**config.mk**
```make
export PLATFORM = sky130hd
export DESIGN_NAME = pipe_skid_reg
export DESIGN_NICKNAME = d
export VERILOG_FILES = /design/src/rtl/pipe_skid_reg.sv
export SDC_FILE = /design/constraint.sdc
export NUM_CORES = 1
export LEC_CHECK = 0
export BUFFER_PORTS_ARGS = -buffer_cell sky130_fd_sc_hd__buf_4
export CAP_MARGIN = 20
export CORE_ASPECT_RATIO = 0.75
export CORE_MARGIN = 5
export CORE_UTILIZATION = 56
export CTS_CLUSTER_DIAMETER = 150
export DETAILED_ROUTE_END_ITERATION = 6
export HOLD_SLACK_MARGIN = 0.08
export PLACE_DENSITY = 0.92
export REMOVE_ABC_BUFFERS = 1
export SLEW_MARGIN = 20
export SYNTH_ARGS = -nofsm -noshare
export SYNTH_HDL_FRONTEND = slang
export SYNTH_SLANG_ARGS = --single-unit
```
**constraint.sdc**
```tcl
create_clock -name clk -period 19.8 [get_ports clk]
set_input_delay 1.98 -clock clk [delete_from_list [all_inputs] [get_ports clk]]
set_output_delay 1.98 -clock clk [all_outputs]
set_load 0.05 [all_outputs]
```
**src/rtl/pipe_skid_reg.sv**
```systemverilog
// pipe_skid_reg: multi-lane pipeline stage register with valid/ready handshake
// and a one-entry skid buffer. Holds at most two groups (main + skid) so that
// in_rdy can come straight from a flop instead of following out_rdy.
// Optional feature: define PIPE_STALL_CNT_EN to add the saturating stall_cnt
// output and its CNT_W parameter.
module pipe_skid_reg #(
    parameter int unsigned LANES  = 4,
    parameter int unsigned DATA_W = 64
`ifdef PIPE_STALL_CNT_EN
    ,
    parameter int unsigned CNT_W  = 16
`endif
) (
    input  logic                    clk,
    input  logic                    rst,
    input  logic                    flush,
    input  logic [LANES-1:0]        in_vld,
    input  logic [LANES*DATA_W-1:0] in_data,
    output logic                    in_rdy,
    output logic [LANES-1:0]        out_vld,
    output logic [LANES*DATA_W-1:0] out_data,
    input  logic                    out_rdy
`ifdef PIPE_STALL_CNT_EN
    ,
    output logic [CNT_W-1:0]        stall_cnt
`endif
);

    typedef enum logic [1:0] {
        StEmpty = 2'd0,
        StOne   = 2'd1,
        StTwo   = 2'd2
    } state_e;

    state_e                  state_q;
    logic [LANES-1:0]        main_vld_q;
    logic [LANES*DATA_W-1:0] main_data_q;
    logic [LANES-1:0]        skid_vld_q;
    logic [LANES*DATA_W-1:0] skid_data_q;
    logic [LANES*DATA_W-1:0] in_data_masked;
    logic                    push;
    logic                    pop;

    // Zero the payload of invalid lanes so stale operands never travel downstream.
    always_comb begin
        in_data_masked = '0;
        for (int i = 0; i < LANES; i++) begin
            if (in_vld[i]) begin
                in_data_masked[i*DATA_W +: DATA_W] = in_data[i*DATA_W +: DATA_W];
            end
        end
    end

    // All-invalid groups are bubbles and are never stored.
    assign push     = in_rdy & (|in_vld) & ~flush;
    assign pop      = out_rdy & (state_q != StEmpty);
    assign in_rdy   = (state_q != StTwo);
    assign out_vld  = (state_q != StEmpty) ? main_vld_q : '0;
    assign out_data = main_data_q;

    // Occupancy FSM and main/skid storage; flush wins over every transition.
    always_ff @(posedge clk or posedge rst) begin
        if (rst) begin
            state_q     <= StEmpty;
            main_vld_q  <= '0;
            main_data_q <= '0;
            skid_vld_q  <= '0;
            skid_data_q <= '0;
        end else if (flush) begin
            state_q    <= StEmpty;
            main_vld_q <= '0;
            skid_vld_q <= '0;
        end else begin
            unique case (state_q)
                StEmpty: begin
                    if (push) begin
                        state_q     <= StOne;
                        main_vld_q  <= in_vld;
                        main_data_q <= in_data_masked;
                    end
                end
                StOne: begin
                    if (push && pop) begin
                        main_vld_q  <= in_vld;
                        main_data_q <= in_data_masked;
                    end else if (push) begin
                        state_q     <= StTwo;
                        skid_vld_q  <= in_vld;
                        skid_data_q <= in_data_masked;
                    end else if (pop) begin
                        state_q <= StEmpty;
                    end
                end
                StTwo: begin
                    // in_rdy is low here, so only a pop can move the state.
                    if (pop) begin
                        state_q     <= StOne;
                        main_vld_q  <= skid_vld_q;
                        main_data_q <= skid_data_q;
                        skid_vld_q  <= '0;
                    end
                end
                default: begin
                    state_q    <= StEmpty;
                    main_vld_q <= '0;
                    skid_vld_q <= '0;
                end
            endcase
        end
    end

`ifdef PIPE_STALL_CNT_EN
    localparam logic [CNT_W-1:0] CntMax = '1;

    logic [CNT_W-1:0] stall_cnt_q;

    // Count cycles a group is held but not consumed; saturates, survives flush.
    always_ff @(posedge clk or posedge rst) begin
        if (rst) begin
            stall_cnt_q <= '0;
        end else if ((state_q != StEmpty) && !out_rdy && !flush && (stall_cnt_q != CntMax)) begin
            stall_cnt_q <= stall_cnt_q + CNT_W'(1);
        end
    end

    assign stall_cnt = stall_cnt_q;
`endif

endmodule

```
==> reports/metrics.cfg, run 1 <==
[worst_setup_path]
worstPathRequired_ns = 20.25
slowest_delay_ns = 0.86
worstSetupStartpoint = in_vld[0]
critical_path_peak_fanout = 73
cp-end-kind = flip-flop
crit_family = buffers and inverters
timing.critical_path.arrival_ns = 5.01
timing.rr.start = state_q[1]
critical_setup_path_class = in2reg
critical_path.n_buffers_inverters = 3
cp-start-kind = primary input
critPathMostFrequentCell = buf_4
timing.critical_path.cells = buf_4 -> or4_4 -> nand4b_1 -> buf_4 -> buf_4 -> mux2_2
worst_path_cell_with_the_longest_stage_delay = buf_4

[power]
worst_ir_drop_vdd_mv = 0.0778
power_leakage_nw = 15.7
cellPowerDensity_mw_per_mm2 = 112
power.total_mw = 3.50

[flow_run]
drv_cap = 0

[synthesis]
synthCells = 1732
ys_types = 32
ys_ff_latch = 522
synth-seq-area-share_pct = 51.3
yosys_warnings = 0
post_synth_instance_area_sq_mm = 0.0254
post_synth.cell_area_avg_sq_um = 14.7

[final_layout]
final_core_utilization_pct = 69.9
most-common-layout-cells = buf_4 (539), mux2_2 (532), dfrtp_1 (522), and2_1 (256), mux2_4 (240)
area_growth_pct = 23.0
drive_gt1_share_pct = 62.5
final_net_count = 2472
finish.cell_count_without_fillers = 2833
fillerInstances = 2847
layout_commonest_cell = buf_4

[clocking]
tritoncts = yes
number_of_h_tree_levels = 2
clk_transition_reported_paths_ns = 0.06
cts.repair_timing.setup_buffer_count = 0
root_buffer = clkbuf_16
cts.sink_count = 522
ctsResizeCount = 0
cts_buf_count = 50
cts_buffer_depth = 3
clkLatencyLatePin_ns = 0.57
ctsHoldBuffers = 0

[timing]
final.period_utilization_pct = 23.0
layout_setup_ws_ns = 15.24
grt_setup_unrepaired = false
max_slew.worst_pin.slew_ns = 1.14
fmaxAchievable_ghz = 0.219
setup_viol = 0
finClkSkew_ns = 0.0121
slew_headroom_pct = 23.8
finalHoldViolations = 0
timing.final.max_slew_violations = 0
setup-tns-final_ns = 0
final.min_clock_period_ns = 4.56

[place]
dp.cells = 2742
port-buffer-count = 524
gp_congestion = 0.814
dp.final_hpwl_microns = 42200
dpl_worst_slack_ns = 14.64

[grt]
groute.layer.met3.usage_pct = 7.00
global_route.usage.met1_pct = 31.5
grt_max_degree = 181
grt_pass1_wl_microns = 101000
grt_util_met2_pct = 42.1
global_route.overflow_total = 0
grt.busiest_layer = met2
grt_antenna_before_repair = 3
grt_usage_pct = 25.0
grt_pass1_vias = 17593

[route]
routed_wire_length_per_instance_microns = 22.8
wl_microns = 64600
antenna_left = 0
route.vias.total = 15773
vias_per_cell = 5.57
drt_pass1_iterations = 5
drt_first_iter_violations = 1079
drc_errors_left = 0

[die]
chipWidth_microns = 256
core-area_sq_mm = 0.0448
die_h_microns = 195
die_outline_area_sq_mm = 0.0498
initial_utilization_pct = 56.8
pin_count = 525
core.rowCount = 67

[hold_path]
hold_path_class = reg2reg
hold_wc_startpoint = skid_data_q[66]

[run_status]
run_status = finished clean

==> layout make-up <==
class,instances,area (sq um),share of cell area [%]
clock buffer,73,1520,4.86
sequential,522,13100,41.7
inverter,6,30.0,0.0960
multi-input combinational,1084,11600,37.0
clock inverter,17,245,0.784
antenna,1,2.50,0.00800
tap,586,733,2.34
timing repair buffer,544,4110,13.1
==> per-layer routing <==
layer | part of all wire (%) | routed length (microns)
met5 | 0.011 | 7
met4 | 3.2 | 2070
met3 | 7.3 | 4730
met1 | 40 | 26000
met2 | 49 | 31900
==> power breakdown <==
part	switching [mW]	internal (mW)	leakage, nW	total (mW)
Combinational	0.583	0.452	8.09	1.03
Sequential	0.146	1.29	6.76	1.44
Clock	0.415	0.610	0.862	1.03
Total	1.14	2.35	15.7	3.50
==> cells in the mapped netlist (all sizes together) <==
library cell | n | share of area, %
a211o | 1 | 0.034
a211oi | 1 | 0.030
a21o | 1 | 0.030
a21oi | 5 | 0.098
a22o | 1 | 0.034
and2 | 256 | 6.3
buf | 78 | 2.5
clkbuf | 42 | 0.62
dfrtp | 522 | 51
inv | 6 | 0.089
mux2 | 772 | 38
mux2i | 1 | 0.039
nand2 | 1 | 0.015
nand2b | 4 | 0.098
nand3 | 1 | 0.020
nand3b | 7 | 0.21
nand4b | 1 | 0.034
nor2 | 5 | 0.074
nor2b | 8 | 0.20
nor3b | 3 | 0.089
nor4 | 1 | 0.025
o211a | 1 | 0.069
o211ai | 5 | 0.15
o21ai | 5 | 0.098
o21bai | 1 | 0.030
o311ai | 1 | 0.034
o31a | 1 | 0.034
or4 | 1 | 0.044
==> registers in the layout, summed over array words and instances, names as in the netlist <==
signal,count
state_q,2
skid_vld_q,4
out_data,256
skid_data_q,256
main_vld_q,4
==> worst register-to-register path: stages, from the launching register on <==
cell and delay [ns]:
dfrtp_1 0.78, inv_1 0.17, nand4b_1 0.16, buf_4 0.79
buf_4 0.87, mux2_2 0.51
==> metrics by stage <==
| stage | area [sq um] | hold slack, ns |
|---|---|---|
| 2_1_floorplan | 24700 | 0.476 |
| 3_3_place_gp | 29500 | 0.483 |
| 3_5_place_dp | 29500 | 0.490 |
| 4_1_cts | 31300 | 0.505 |
| 5_1_grt | 31300 | 0.514 |
| 6_report | 31300 | 0.501 |
==> cells by family after synthesis <==
kind of cell           share of synthesized area, %
and+or+nand+nor                                7.10
DFF                                            51.3
AOI/OAI and AO/OA                             0.639
buffers and inverters                          3.18
muxes                                          37.7
==> final timing paths <==
check | cells after the start | end | slack (ns)
max in group asynchronous | 4 | skid_data_q[47] | 16.07
min reg2reg | 1 | skid_data_q[66] | 0.50
max reg2reg | 5 | skid_data_q[47] | 16.39
min | 1 | skid_data_q[66] | 0.50
max | 6 | skid_data_q[47] | 15.24
min in group asynchronous | 2 | out_data[105] | 1.56
Note: power is estimated with default switching activity, not from simulation.
==> run 2: changes to the inputs <==
--- a/config.mk
+++ b/config.mk
@@ -9,11 +9,11 @@
 export CAP_MARGIN = 20
 export CORE_ASPECT_RATIO = 0.75
 export CORE_MARGIN = 5
-export CORE_UTILIZATION = 56
+export CORE_UTILIZATION = 50
 export CTS_CLUSTER_DIAMETER = 150
 export DETAILED_ROUTE_END_ITERATION = 6
 export HOLD_SLACK_MARGIN = 0.08
-export PLACE_DENSITY = 0.92
+export PLACE_DENSITY = 0.88
 export REMOVE_ABC_BUFFERS = 1
 export SLEW_MARGIN = 20
 export SYNTH_ARGS = -nofsm -noshare
==> constraint.sdc (replaced) <==
create_clock -name clk -period 4.1 [get_ports clk]
set_input_delay 0.41 -clock clk [delete_from_list [all_inputs] [get_ports clk]]
set_output_delay 0.41 -clock clk [all_outputs]
set_load 0.05 [all_outputs]
==> run 2 against run 1 <==
  * Sequential share of layout area decreased by 0.45 points
  * Combinational power grew to 4.9 times the previous value
  * Count of clock-buffer cells in the layout fell by 2
  * Register-to-register slack worse by 15 ns
  * Via count down 0.58%
  * Critical path depth shrank 3
  * Global-route usage is 3.1 points lower
  * Setup slack got worse by 14 ns
  * Clock skew is 0.0030 ns higher
  * Worst hold slack got worse by 0.36 ns
  * Critical path type is now reg2out
  * Critical endpoint is now in_rdy
==> reports/metrics.cfg, run 2 (synthesized netlist as in run 1, its figures left out) <==
[run_status]
run_status = finished clean

[grt]
grt_pass1_vias = 17614  ; +0.12%
grt_antenna_before_repair = 2  ; -1
grt_usage_pct = 21.9  ; -3.1 points
grt_max_degree = 121  ; -33%
grt_pass1_wl_microns = 98900  ; -2.3%
global_route.overflow_total = 0  ; unchanged

[timing]
setup-tns-final_ns = 0  ; unchanged
final.min_clock_period_ns = 3.10
grt_setup_unrepaired = false
final.period_utilization_pct = 75.7
max_slew.worst_pin.slew_ns = 1.10  ; -0.0452 ns
setup_viol = 0  ; unchanged
finClkSkew_ns = 0.0151  ; +0.00298 ns
layout_setup_ws_ns = 0.998  ; -14.24 ns
finalHoldViolations = 0  ; unchanged
fmaxAchievable_ghz = 0.322
slew_headroom_pct = 26.9  ; +3.0 points
timing.final.max_slew_violations = 0  ; unchanged

[die]
pin_count = 525  ; unchanged
die_outline_area_sq_mm = 0.0555  ; +11%
core-area_sq_mm = 0.0503  ; +12%
die_h_microns = 205  ; +5.5%
initial_utilization_pct = 50.6  ; -6.2 points
chipWidth_microns = 270  ; +5.6%
core.rowCount = 71  ; +6.0%

[worst_setup_path]
timing.rr.start = state_q[1]
critical_path_peak_fanout = 52  ; -29%
critical_setup_path_class = reg2out
cp-start-kind = flip-flop
rr_endpoint = out_data[114]
depth_of_the_worst_register_to_register_path = 4  ; -1
worst_r2r_setup_slack_ns = 1.26  ; -15.13 ns
worstSetupStartpoint = state_q[1]
worstSetupEndpoint = in_rdy
cp-end-kind = output pin
worstPathRequired_ns = 3.69  ; -16.56 ns
timing.critical_path.arrival_ns = 2.69  ; -2.32 ns

[clocking]
cts_buffer_depth = 3  ; unchanged
clkLatencyLatePin_ns = 0.57  ; about the same
tritoncts = yes
cts_buf_count = 50  ; unchanged
cts.repair_timing.setup_buffer_count = 0  ; unchanged
number_of_h_tree_levels = 2  ; unchanged
cts.sink_count = 522  ; unchanged
clk_transition_reported_paths_ns = 0.06  ; about the same
root_buffer = clkbuf_16
ctsResizeCount = 0  ; unchanged

[final_layout]
area_growth_pct = 24.3
layout_commonest_cell = buf_4
num_antenna_cells = 0  ; -1
final_net_count = 2487  ; +0.61%
finish.cell_count_without_fillers = 2916  ; +2.9%
most-common-layout-cells = buf_4 (545), mux2_2 (532), dfrtp_1 (522), and2_1 (256), mux2_4 (240)
drive_gt1_share_pct = 62.7  ; +0.22 points
final_core_utilization_pct = 62.9  ; -7.0 points

[place]
dp.final_hpwl_microns = 42000  ; -0.49%
dp.cells = 2826  ; +3.1%
port-buffer-count = 524  ; unchanged
dpl_worst_slack_ns = 1.26  ; -13.38 ns
gp_congestion = 0.815  ; +0.14%

[flow_run]
drv_cap = 0  ; unchanged

[route]
antenna_left = 0  ; unchanged
drt_pass1_iterations = 5  ; unchanged
wl_microns = 63000  ; -2.5%
drt_first_iter_violations = 873  ; -19%
routed_wire_length_per_instance_microns = 21.6  ; -5.2%
vias_per_cell = 5.38  ; -3.4%
route.vias.total = 15681  ; -0.58%
drc_errors_left = 0  ; unchanged

[power]
power.total_mw = 16.9  ; +380%
worst_ir_drop_vdd_mv = 0.476  ; +510%
power_leakage_nw = 15.9  ; +0.91%
cellPowerDensity_mw_per_mm2 = 535  ; +380%

[hold_path]
hold_path_class = in2reg
hold_wc_startpoint = flush

==> run 2: changes by cell type in the layout (fill, tap and decap cells not counted), sizes merged <==
cell         delta
clkinvlp        -4
diode           -1
clkbuf          -2
inv             +1
clkinv          +2
buf            +13
bufinv          +1
dlygate4sd3     +2
==> run 2: final cells by class <==
class | instances | area [sq um]
fillers | 3559 | 18600
inverters | 6 | 30.0
flip-flops and latches | 522 | 13100
clock inverters | 17 | 268
repair buffers | 559 | 4350
well taps | 657 | 822
multi-input cells | 1084 | 11600
clock buffers | 71 | 1510
==> run 2: report_power, final <==
group	internal, mW	leakage (nW)	switching, mW
clock network	3.00	0.885	1.98
registers	6.24	6.76	0.683
logic	2.20	8.21	2.80
total	11.4	15.9	5.47
==> run 2: worst min-delay path by stage <==
stage / end / slack (ns) / cells after the start
floorplan: main_vld_q[3] / 0.47 / 1
detailed placement: skid_data_q[184] / 0.49 / 1
global placement: skid_data_q[68] / 0.48 / 1
finish: main_vld_q[3] / 0.15 / 2
global route: main_vld_q[3] / 0.12 / 2
CTS: main_vld_q[3] / 0.1 / 2
==> run 2: repair_timing <==
action / in CTS / in global routing
endpoints found under the hold margin: 77 / 0
setup endpoints to repair: 0 / 0
hold buffers: 2 / 0
==> run 2: worst max-delay path: stages, from the launching register on <==
cell,delay (ns)
dfrtp_1,0.77
nand2b_4,0.64
buf_12,0.43
buf_4,0.24
==> run 2: metal layers <==
layer / GRT usage, % / vias to the layer above / share of wire, %
li1: - / 7017 / -
met1: 28.4 / 8085 / 42
met2: 37.3 / 464 / 50
met3: 5.27 / 113 / 5.8
met4: 5.92 / 2 / 2.5
met5: 0 / - / 0.019
==> run 2: through the flow <==
stage	cell area (sq um)	hold slack (ns)
5_1_grt	31600	0.119
6_report	31600	0.146
4_1_cts	31600	0.0963
3_3_place_gp	29800	0.482
2_1_floorplan	24700	0.473
3_5_place_dp	29800	0.490
